===== src/rtl/riscv_pkg.sv =====
// Shared register-file definitions for the barrel pipeline: geometry,
// RAM address type, controller states and operand-select encoding.
package riscv_pkg;

    localparam int THREAD_BITS = 4;
    localparam int REG_BITS    = 5;
    localparam int XLEN        = 32;
    localparam int ADDR_WIDTH  = THREAD_BITS + REG_BITS;
    localparam int SIZE        = 2 ** ADDR_WIDTH;

    typedef logic [ADDR_WIDTH-1:0] rf_addr_t;

    typedef enum logic {
        INIT,
        RUN
    } rf_state_t;

    // Where an operand comes from in the cycle after the read is accepted
    typedef enum logic [1:0] {
        SEL_ZERO,
        SEL_BYPASS,
        SEL_RAM
    } rf_sel_t;

    // RAM address is the thread id on top of the architectural register index
    function automatic rf_addr_t rf_pack(input logic [THREAD_BITS-1:0] tid,
                                         input logic [REG_BITS-1:0]    regIdx);
        return {tid, regIdx};
    endfunction

endpackage


===== src/rtl/rf_bypass_sel.sv =====
// One operand's source select. The choice between zero, a same-cycle
// writeback value and the RAM output is made when the read is accepted and
// registered, so it lines up with the RAM's one-cycle read latency.
module rf_bypass_sel
    import riscv_pkg::*;
(
    input  logic            clk,
    input  logic            reset,
    input  logic            i_accept,
    input  rf_addr_t        i_rdAddr,
    input  logic            i_wrEn,
    input  rf_addr_t        i_wrAddr,
    input  logic [XLEN-1:0] i_wrData,
    input  logic [XLEN-1:0] i_ramDout,
    output logic [XLEN-1:0] o_data
);

    rf_sel_t         w_selNext;
    rf_sel_t         r_sel;
    logic [XLEN-1:0] r_bypData;

    // Pick the operand source for a read accepted this cycle; x0 always wins,
    // then a colliding write (the RAM would return the stale value), else RAM
    always_comb begin
        w_selNext = SEL_ZERO;
        if (i_accept) begin
            if (i_rdAddr[REG_BITS-1:0] == '0) begin
                w_selNext = SEL_ZERO;
            end else if (i_wrEn && (i_wrAddr == i_rdAddr)) begin
                w_selNext = SEL_BYPASS;
            end else begin
                w_selNext = SEL_RAM;
            end
        end
    end

    // Hold the select and the captured writeback data for the return cycle
    always_ff @(posedge clk) begin
        if (reset) begin
            r_sel     <= SEL_ZERO;
            r_bypData <= '0;
        end else begin
            r_sel     <= w_selNext;
            r_bypData <= i_wrData;
        end
    end

    // Steer the selected source onto the operand bus
    always_comb begin
        o_data = '0;
        unique case (r_sel)
            SEL_BYPASS: o_data = r_bypData;
            SEL_RAM:    o_data = i_ramDout;
            default:    o_data = '0;
        endcase
    end

endmodule


===== src/rtl/regfile_port_ctrl.sv =====
// Register-file access controller: clears every thread's registers after
// reset, then serves rs1/rs2 reads and writebacks against two mirrored
// simple-dual-port RAMs, forcing x0 to zero and bypassing write/read
// collisions that the RAMs do not resolve.
module regfile_port_ctrl
    import riscv_pkg::*;
(
    input  logic                   clk,
    input  logic                   reset,
    input  logic                   rd_valid,
    output logic                   rd_ready,
    input  logic [THREAD_BITS-1:0] rd_tid,
    input  logic [REG_BITS-1:0]    rd_rs1,
    input  logic [REG_BITS-1:0]    rd_rs2,
    output logic                   op_valid,
    output logic [THREAD_BITS-1:0] op_tid,
    output logic [XLEN-1:0]        op_rs1_data,
    output logic [XLEN-1:0]        op_rs2_data,
    input  logic                   wb_valid,
    input  logic [THREAD_BITS-1:0] wb_tid,
    input  logic [REG_BITS-1:0]    wb_rd,
    input  logic [XLEN-1:0]        wb_data,
    output logic                   wb_drop,
    output logic                   init_busy,
    output logic                   ram_ena,
    output logic                   ram_wea,
    output logic [ADDR_WIDTH-1:0]  ram_addra,
    output logic [XLEN-1:0]        ram_dia,
    output logic                   ram_enb,
    output logic [ADDR_WIDTH-1:0]  ram_addrb1,
    output logic [ADDR_WIDTH-1:0]  ram_addrb2,
    input  logic [XLEN-1:0]        ram_dob1,
    input  logic [XLEN-1:0]        ram_dob2
);

    localparam rf_addr_t LAST_ADDR = rf_addr_t'(SIZE - 1);

    rf_state_t              r_state;
    rf_state_t              w_stateNext;
    rf_addr_t               r_count;
    logic                   r_opValid;
    logic [THREAD_BITS-1:0] r_opTid;
    logic                   r_wbDrop;

    logic                   w_accept;
    logic                   w_wrEn;
    rf_addr_t               w_wrAddr;
    rf_addr_t               w_rdAddr1;
    rf_addr_t               w_rdAddr2;

    assign w_accept  = (r_state == RUN) && rd_valid;
    assign w_wrEn    = (r_state == RUN) && wb_valid && (wb_rd != '0);
    assign w_wrAddr  = rf_pack(wb_tid, wb_rd);
    assign w_rdAddr1 = rf_pack(rd_tid, rd_rs1);
    assign w_rdAddr2 = rf_pack(rd_tid, rd_rs2);

    // State register and clear-sweep counter; the counter parks on the last
    // address instead of wrapping so RUN never sees a stray sweep value
    always_ff @(posedge clk) begin
        if (reset) begin
            r_state <= INIT;
            r_count <= '0;
        end else begin
            r_state <= w_stateNext;
            if ((r_state == INIT) && (r_count != LAST_ADDR)) begin
                r_count <= r_count + 1'b1;
            end
        end
    end

    // Next state plus all RAM port and handshake outputs
    always_comb begin
        w_stateNext = r_state;
        rd_ready    = 1'b0;
        init_busy   = 1'b0;
        ram_ena     = 1'b0;
        ram_wea     = 1'b0;
        ram_addra   = '0;
        ram_dia     = '0;
        ram_enb     = 1'b0;
        ram_addrb1  = '0;
        ram_addrb2  = '0;
        unique case (r_state)
            INIT: begin
                init_busy = 1'b1;
                ram_ena   = 1'b1;
                ram_wea   = 1'b1;
                ram_addra = r_count;
                ram_dia   = '0;
                if (r_count == LAST_ADDR) begin
                    w_stateNext = RUN;
                end
            end
            RUN: begin
                rd_ready  = 1'b1;
                ram_ena   = w_wrEn;
                ram_wea   = w_wrEn;
                ram_addra = w_wrAddr;
                ram_dia   = wb_data;
                ram_enb   = w_accept;
                if (w_accept) begin
                    ram_addrb1 = w_rdAddr1;
                    ram_addrb2 = w_rdAddr2;
                end
            end
            default: begin
                w_stateNext = INIT;
            end
        endcase
    end

    // Operand-valid timing, returned thread id and the dropped-writeback pulse
    always_ff @(posedge clk) begin
        if (reset) begin
            r_opValid <= 1'b0;
            r_opTid   <= '0;
            r_wbDrop  <= 1'b0;
        end else begin
            r_opValid <= w_accept;
            if (w_accept) begin
                r_opTid <= rd_tid;
            end
            r_wbDrop <= (r_state == INIT) && wb_valid;
        end
    end

    assign op_valid = r_opValid;
    assign op_tid   = r_opTid;
    assign wb_drop  = r_wbDrop;

    rf_bypass_sel u_sel1 (
        .clk       (clk),
        .reset     (reset),
        .i_accept  (w_accept),
        .i_rdAddr  (w_rdAddr1),
        .i_wrEn    (w_wrEn),
        .i_wrAddr  (w_wrAddr),
        .i_wrData  (wb_data),
        .i_ramDout (ram_dob1),
        .o_data    (op_rs1_data)
    );

    rf_bypass_sel u_sel2 (
        .clk       (clk),
        .reset     (reset),
        .i_accept  (w_accept),
        .i_rdAddr  (w_rdAddr2),
        .i_wrEn    (w_wrEn),
        .i_wrAddr  (w_wrAddr),
        .i_wrData  (wb_data),
        .i_ramDout (ram_dob2),
        .o_data    (op_rs2_data)
    );

endmodule

===== config.mk =====
export PLATFORM = sky130hd
export DESIGN_NAME = regfile_port_ctrl
export DESIGN_NICKNAME = d
export VERILOG_FILES = /design/src/rtl/riscv_pkg.sv /design/src/rtl/rf_bypass_sel.sv /design/src/rtl/regfile_port_ctrl.sv
export SDC_FILE = /design/constraint.sdc
export NUM_CORES = 1
export LEC_CHECK = 0
export ABC_AREA = 1
export CAP_MARGIN = 25
export CORE_AREA = 4 4 93 130
export CTS_CLUSTER_SIZE = 16
export DETAILED_ROUTE_END_ITERATION = 8
export DIE_AREA = 0 0 97 134
export GPL_TIMING_DRIVEN = 1
export HOLD_SLACK_MARGIN = 0.06
export PLACE_DENSITY = 0.9
export SYNTH_ARGS = -nofsm -noshare
export SYNTH_HDL_FRONTEND = slang
export SYNTH_HIERARCHICAL = 1
export SYNTH_SLANG_ARGS = --single-unit

===== constraint.sdc =====
create_clock -name clk -period 3.2 [get_ports clk]
set_input_delay 0.48 -clock clk [delete_from_list [all_inputs] [get_ports clk]]
set_output_delay 0.48 -clock clk [all_outputs]
set_load 0.02 [all_outputs]

* Word level (Yosys, flattened, before mapping) *
Index checks and enable logic that the tools add are counted.

storage, ports and cells
  bits in registers = 52
  bits of input ports = 123
  output and inout bits = 134
  word-level logic and storage cells = 47

cells by class
  add/sub/neg operators = 1
  equal/unequal tests = 8
  muxes and demuxes = 16
  bitwise gates (word level) = 2
  reduce and logical (&&, ||, !) cells = 12

operators with widths
  kind                 count
  $pmux 32 s2          3
  $mux 9               4
  $eq 9x9->1           2
  $pmux 9 s2           1
  $logic_not 5->1      2
  $add 9x1->9 const B  1
  $eq 9x9->1 const B   1
  $ne 9x9->1 const B   1
  $logic_and 1x1->1    7
  $reduce_or 3->1      2
  $mux 1               5
  $reduce_bool 5->1    1
  $eq 2x1->1 const B   2
  $eq 2x2->1 const B   2
  $mux 2               2
  $not 1->1            2
  $pmux 1 s2           1

* Logic depth before layout (Yosys ltp) *
Gate-level depths: netlist of the first run.

  depth in word-level cells = 4
  mapped depth = 11
  mapped depth without buffers = 11

* Modules after synthesis *
The synthesis of the first run kept the hierarchy.

by module, submodules not included
  module             instances  cells an instance  area each (µm²)  seq. area each (µm²)
  rf_bypass_sel      2          268                1671.6           680.7
  regfile_port_ctrl  1          218                1168.6           320.3

* Worst setup path before layout of the first run *
No wires, ideal clock.

  path kind = register to output
  from = register r_state
  to = output port ram_addrb2[5]
  arrival time = 1447 ps
  required time = 2720 ps
  setup slack = 1273 ps
  cell stages (with the launch flop) = 6
  path buffers = 1
  cells stage by stage = dfxtp_1 nand2_1 inv_1 nand2_1 inv_1 buf_4

between the ends
  word-level cells in the longest chain between the ends = 3

ends and longest elaborated chain
  element                 RTL line                  source
  from (decl)             regfile_port_ctrl.sv:38   rf_state_t r_state;
  from (signal assigned)  regfile_port_ctrl.sv:64   r_state <= w_stateNext;
  $logic_and 1x1->1       regfile_port_ctrl.sv:51   assign w_accept = (r_state == RUN) && rd_valid;
  $mux 9                  regfile_port_ctrl.sv:101  if (w_accept) begin
  $mux 9 *                regfile_port_ctrl.sv:83   unique case (r_state)
  to (decl)               regfile_port_ctrl.sv:31   output logic [ADDR_WIDTH-1:0] ram_addrb2,

Mark *: on every way between the ends. The rest lies on a longest branch, timed or not.

* Worst setup path after layout of the first run *
  from = register u_sel2.r_sel[0]
  to = output port op_rs2_data[29]

between the ends
  word-level cells in the longest chain between the ends = 2
  elaborated cells on any way between the ends = 3
  classes of those cells = eq/ne (2); mux (1)

ends and longest elaborated chain
  element                                          RTL line                 source
  from (decl)                                      rf_bypass_sel.sv:19      rf_sel_t r_sel;
  from (signal assigned)                           rf_bypass_sel.sv:43      r_sel <= w_selNext;
  $eq 2x2->1 / $eq 2x1->1 (equally long branches)  rf_bypass_sel.sv:51      unique case (r_sel)
  $pmux 32 s2 *                                    rf_bypass_sel.sv:51
  to (decl)                                        regfile_port_ctrl.sv:18  output logic [XLEN-1:0] op_rs2_data,

Marked as above.

==> summary.txt, run 1 <==
Relative slew slack -> 0.373
Total die area -> 13000 µm²
Layout area overhead -> 64.8%
I/O pin total -> 257
Synth area leader -> dfxtp_1
Largest stage delay, worst path -> 0.62 ns
Syn_area_per_cell -> 5.98 µm²
Final setup fails -> 0
Largest net degree at the start of global routing -> 53
Worst hold path class -> flop to flop
Crit-path leading delay family -> buffers and inverters
Fill cell count -> 905
Count leader, synth -> nand2_1
Req. time, crit path -> 2.72 ns
Final WL -> 15600 µm
Setup Fix Bufs, Post-CTS -> 0
Tot Pwr -> 2.52 mW
Fmax -> 362 MHz
Final core utilization -> 0.684
Share of the synthesized area in the top cell type -> 0.373
Antenna cells -> 0
Worst hold slack -> 0.461 ns
# hold bufs at CTS -> 0
DP Wirelength -> 12000 µm
Post-CTS Resized -> 0
Initial antenna violation count -> 1
RSZ-0062 raised after global routing -> false
Clock latency on the worst-skew pair -> 0.33 ns
DR pass1 iterations -> 5
Post-Place Cells -> 1124
Root buffer cell -> clkbuf_16
Final cell count without fillers -> 1140
Critical-path top delay cell -> clkdlybuf4s50_1
Core area -> 10900 µm²
H-tree depth -> 3
Syn Inst Count -> 754
#FFs+latches synth -> 84
Worst path bufs/invs -> 3
Synthesis Warnings -> 6
R2r endpoint -> u_sel1/r_sel[1]$_SDFF_PP0_
Rows -> 45
Vias per Instance -> 4.54
Register area -> 1680 µm²
Synth top cells by count -> 247 x nand2_1, 162 x inv_1, 118 x nor2_1
Slack of the worst reg-to-reg path -> 1.49 ns
Critical Path AT -> 2.28 ns
Outcome -> finished, final reports clean
Worst Skew -> 0.00311 ns
Crit path launch -> u_sel2/r_sel[0]$_SDFF_PP0_
CTS tree -> done
Clock tree buffer depth -> 2
Fin Setup TNS -> 0 ns
Final period utilization -> 0.864
Final hold violations -> 0
Critical Path Sink Type -> output port
Netlist cell types -> 20
Async SR Flop Fraction -> 0
Crit path time final -> 2.76 ns
Drc violations -> 0
All-layer global routing usage -> 0.230
Crit Path Max Fanout -> 18
Routed via count -> 5181
Power per cell area -> 339 nW/µm²
P_leak -> 3.40 nW
Slew Limit Fails -> 0
Clock Sinks -> 84
Share of layout cells above drive strength 1 -> 0.0380
Gpl congestion -> 0.895
Reg-to-reg startpoint -> r_state$_SDFF_PP0_
Worst path cell trace -> inv_1 -> ha_1 -> buf_16 -> a21oi_1 -> clkdlybuf4s50_1
Post-layout nets -> 1123
Die Ht -> 134 µm
Startpoint Class -> flop
Register area share after synthesis -> 0.373
Clk slew on worst S/H paths -> 0.06 ns
Area of the multi-input gates -> 1980 µm²
First-pass GRT wire length -> 24200 µm
Crit path depth -> 5
Port Buffers -> 256
End of the critical path -> op_rs2_data[29]
Worst Tran Pin Value -> 0.940 ns
Worst IR Drop VDD -> 0.288 mV
Vias in the first global route -> 5029
Total congestion overflow -> 0
WL/cell -> 13.6 µm
Syn nets -> 883
Post-DRT Antenna Nets -> 0
Synth Cell Area -> 4510 µm²
Iter 0 DRT Violations -> 201
Die Span X -> 97 µm
EDFF count, synth -> 0
Total CTS buffers -> 9
Cells on worst reg2reg path -> 8
Dominant cells by area after synthesis -> dfxtp_1 37%, nand2_1 21%, inv_1 13%
CP Class -> flop to output port
Initial core utilization -> 0.415
# Max-Cap Violations -> 0
Synth Flop Type -> dfxtp_1
-- where the power goes --
group | internal, mW | switching [mW]
Sequential | 1.09 | 0.0152
Clock | 0.705 | 0.417
Combinational | 0.171 | 0.121
Total | 1.97 | 0.554
-- per-layer routing --
metal	track usage	vias to the layer above	part of all wire
li1	-	2664	-
met1	0.235	2297	0.37
met2	0.439	188	0.53
met3	0.0619	30	0.068
met4	0.0882	2	0.025
met5	0	-	0.00077
-- sequential cells by signal, indices dropped and copies added, names as in the netlist, 2 cells and up --
name / cells
u_sel1/r_sel: 2
op_tid: 4
u_sel2/r_sel: 2
u_sel1/r_bypData: 32
u_sel2/r_bypData: 32
r_count: 9
-- logic make-up after synthesis --
family | Yosys count | share of synthesized area
DFF | 84 | 0.373
adders and majority gates | 6 | 0.0166
AOI/OAI and AO/OA | 85 | 0.0976
and+or+nand+nor | 379 | 0.325
buffers and inverters | 200 | 0.188
-- final cells by class --
cell class	instances	area share
timing repair buffer	267	0.358
multi-input combinational	470	0.266
sequential	84	0.226
inverter	162	0.0818
clock buffer	10	0.0321
tap	141	0.0237
clock inverter	6	0.0116
-- cell usage in the layout, fill, tap and decap left out --
cell and instances:
clkbuf_8 1, bufinv_16 2, nor2_1 118, a21oi_1 69, nand3_2 1, ha_1 6, inv_6 1, nand4_1 2
dfxtp_2 1, o21ai_0 10, clkdlybuf4s50_1 255, clkinvlp_4 1, buf_2 1, nor2_4 1, o21ai_1 2, buf_4 10
nand2_1 247, dfxtp_1 83, nor3_1 1, clkbuf_16 9, a21oi_2 4, inv_1 162, nor3_2 2, nor2_2 1
buf_16 1, nand3_1 6, clkinv_2 2
-- per-stage QoR --
| stage | worst slack (ns) | area (µm²) |
|---|---|---|
| after global routing | 0.326 | 7430 |
| after floorplan | 1.27 | 4510 |
| after CTS | 0.419 | 7430 |
| after detailed placement | 0.668 | 7110 |
| final | 0.436 | 7430 |
| after global placement | 0.653 | 7080 |
-- worst min-delay path by stage --
stage | from | endpoint | slack, ns | cells after the start
5_1_grt | r_count[3]$_SDFFE_PP0P_ | r_count[3]$_SDFFE_PP0P_ | 0.49 | 1
4_1_cts | r_count[3]$_SDFFE_PP0P_ | r_count[3]$_SDFFE_PP0P_ | 0.46 | 1
3_3_place_gp | r_count[3]$_SDFFE_PP0P_ | r_count[3]$_SDFFE_PP0P_ | 0.44 | 1
2_1_floorplan | r_count[3]$_SDFFE_PP0P_ | r_count[3]$_SDFFE_PP0P_ | 0.42 | 1
6_report | r_count[3]$_SDFFE_PP0P_ | r_count[3]$_SDFFE_PP0P_ | 0.46 | 1
3_5_place_dp | r_count[3]$_SDFFE_PP0P_ | r_count[3]$_SDFFE_PP0P_ | 0.44 | 1
-- worst register-to-register path, cell delays in order (launching register included) --
cell	delay [ns]
dfxtp_2	0.55
buf_4	0.31
nand3_1	0.15
inv_1	0.10
nand2_1	0.06
nor2_1	0.10
nand3_1	0.16
nor2_1	0.13
nor2_1	0.05
Note: power is estimated with default switching activity, not from simulation.
==> run 2, diff against run 1 <==
==> constraint.sdc (replaced) <==
create_clock -name clk -period 3.2 [get_ports clk]
set_input_delay 0.48 -clock clk [delete_from_list [all_inputs] [get_ports clk]]
set_output_delay 0.48 -clock clk [all_outputs]
set_load 0.05 [all_outputs]
==> run 2 against run 1 <==
Sequential power about the same. Clock power fell by 12%. Global-route usage fell by 0.15 points.
==> summary.txt, run 2 (synthesis gave the netlist of run 1 again) <==
Worst IR Drop VDD -> 0.250 mV (was 0.288 mV)
Vias per Instance -> 4.61 (was 4.54)
Worst hold slack -> 0.470 ns (was 0.461 ns)
Relative slew slack -> 0.418 (was 0.373)
Iter 0 DRT Violations -> 155 (was 201)
Largest net degree at the start of global routing -> 46 (was 53)
Power per cell area -> 324 nW/µm² (was 339 nW/µm²)
Post-DRT Antenna Nets -> 0 (unchanged)
Critical Path AT -> 2.44 ns (was 2.28 ns)
Startpoint Class -> flop (unchanged)
RSZ-0062 raised after global routing -> false (unchanged)
Layout area overhead -> 63.6% (was 64.8%)
Worst Skew -> 0.00564 ns (was 0.00311 ns)
Sw Pwr -> 0.530 mW (was 0.554 mW)
Fmax -> 342 MHz (was 362 MHz)
Setup Fix Bufs, Post-CTS -> 0 (unchanged)
Total die area -> 13000 µm² (unchanged)
Vias in the first global route -> 5192 (was 5029)
Initial antenna violation count -> 1 (unchanged)
First-pass GRT wire length -> 24100 µm (was 24200 µm)
Die Span X -> 97 µm (unchanged)
# hold bufs at CTS -> 0 (unchanged)
Pint -> 1.86 mW (was 1.97 mW)
CP Class -> flop to output port (unchanged)
Fin Setup TNS -> 0 ns (unchanged)
Total CTS buffers -> 9 (unchanged)
Core area -> 10900 µm² (unchanged)
Post-layout nets -> 1124 (was 1123)
Antenna cells -> 0 (unchanged)
# Max-Cap Violations -> 0 (unchanged)
Post-CTS Resized -> 0 (unchanged)
Clock Sinks -> 84 (unchanged)
Slew Limit Fails -> 0 (unchanged)
Clock tree buffer depth -> 2 (unchanged)
Clk slew on worst S/H paths -> 0.06 ns (about the same)
Die Ht -> 134 µm (unchanged)
Root buffer cell -> clkbuf_16 (unchanged)
Total congestion overflow -> 0 (unchanged)
Initial core utilization -> 0.415 (unchanged)
Final setup fails -> 0 (unchanged)
Drc violations -> 0 (unchanged)
Combinational share of power -> 0.125 (was 0.116)
CTS tree -> done (unchanged)
All-layer global routing usage -> 0.228 (was 0.230)
Crit path time final -> 2.92 ns (was 2.76 ns)
P_leak -> 3.58 nW (was 3.40 nW)
Final WL -> 15500 µm (was 15600 µm)
WL/cell -> 13.6 µm (about the same)
Share of layout cells above drive strength 1 -> 0.114 (was 0.0380)
Share of power burned in registers -> 0.463 (was 0.439)
Critical Path Sink Type -> output port (unchanged)
Outcome -> finished, final reports clean (unchanged)
Port Buffers -> 256 (unchanged)
Gpl congestion -> 0.908 (was 0.895)
Worst Tran Pin Value -> 0.872 ns (was 0.940 ns)
Highest-count cells in the layout ignoring fill and taps -> 247 x nand2_1, 177 x clkdlybuf4s50_1, 162 x inv_1, 118 x nor2_1, 83 x dfxtp_1 (was 255 x clkdlybuf4s50_1, 247 x nand2_1, 162 x inv_1, 118 x nor2_1, 83 x dfxtp_1)
Clk pwr share -> 0.412 (was 0.445)
Worst hold path class -> flop to flop (unchanged)
DP Wirelength -> 12200 µm (was 12000 µm)
Switching fraction of total power -> 0.221 (was 0.220)
H-tree depth -> 3 (unchanged)
Commonest non-fill, non-tap cell in the layout -> nand2_1 (was clkdlybuf4s50_1)
Post-Place Cells -> 1125 (was 1124)
Rows -> 45 (unchanged)
Req. time, crit path -> 2.72 ns (about the same)
DR pass1 iterations -> 7 (was 5)
Top Registers -> u_sel1/r_bypData x32, u_sel2/r_bypData x32, r_count x9 (unchanged)
I/O pin total -> 257 (unchanged)
Clock latency on the worst-skew pair -> 0.32 ns (was 0.33 ns)
Routed via count -> 5253 (was 5181)
Final cell count without fillers -> 1140 (unchanged)
Final hold violations -> 0 (unchanged)
Final period utilization -> 0.913 (was 0.864)
Crit Path Max Fanout -> 18 (unchanged)
## run 2: changes by cell type in the layout (fill, tap and decap cells not counted), sizes merged
cell / delta
buf: +79
clkbuf: +1
clkdlybuf4s50: -78
inv: -1
bufinv: -1
## run 2: final cells by class
cell class              instances  area (µm²)
clock buffers                  11         233
clock inverters                 4        51.3
fillers                       926        3490
inverters                     162         608
multi-input cells             470        1980
flip-flops and latches         84        1680
well taps                     141         176
repair buffers                268        2650
## run 2: worst max-delay path: stages, from the launching register on
cell and delay, ns:
dfxtp_1 0.31, inv_1 0.05, ha_1 0.61, nand2_1 0.15
a21oi_1 0.18, clkdlybuf4s50_1 0.82
## run 2: power groups by stage
stage	clock network, mW	registers, mW	logic [mW]
after global routing	1.07	1.11	0.328
final	0.985	1.11	0.300
after global placement	0	1.13	0.294
after detailed placement	0	1.13	0.298
after floorplan	0	1.13	0.0984
after CTS	1.01	1.11	0.300
## run 2: final timing paths
kind,depth (start not counted),start,to,slack [ns]
max,5,u_sel2/r_sel[1]$_SDFF_PP0_,op_rs2_data[31],0.28
min,2,op_tid[0]$_SDFFE_PP0P_,op_tid[0]$_SDFFE_PP0P_,0.47
max reg2reg,10,r_count[0]$_SDFFE_PP0P_,r_count[7]$_SDFFE_PP0P_,1.43
min reg2reg,2,op_tid[0]$_SDFFE_PP0P_,op_tid[0]$_SDFFE_PP0P_,0.47
## run 2: per-layer routing
layer / track usage / part of all wire
met1: 0.222 / 0.36
met2: 0.435 / 0.53
met3: 0.0598 / 0.072
met4: 0.119 / 0.037
met5: 0 / 0.00084
## run 2: per-stage QoR
step	power [mW]	cell area, µm²	utilization	setup slack, ns
final	2.39	7380	0.679	0.279
after global routing	2.50	7380	0.679	0.105
after CTS	2.42	7380	0.679	0.263
after detailed placement	1.43	7100	0.653	0.497
after global placement	1.42	7070	0.650	0.510
after floorplan	1.23	4510	-	0.330
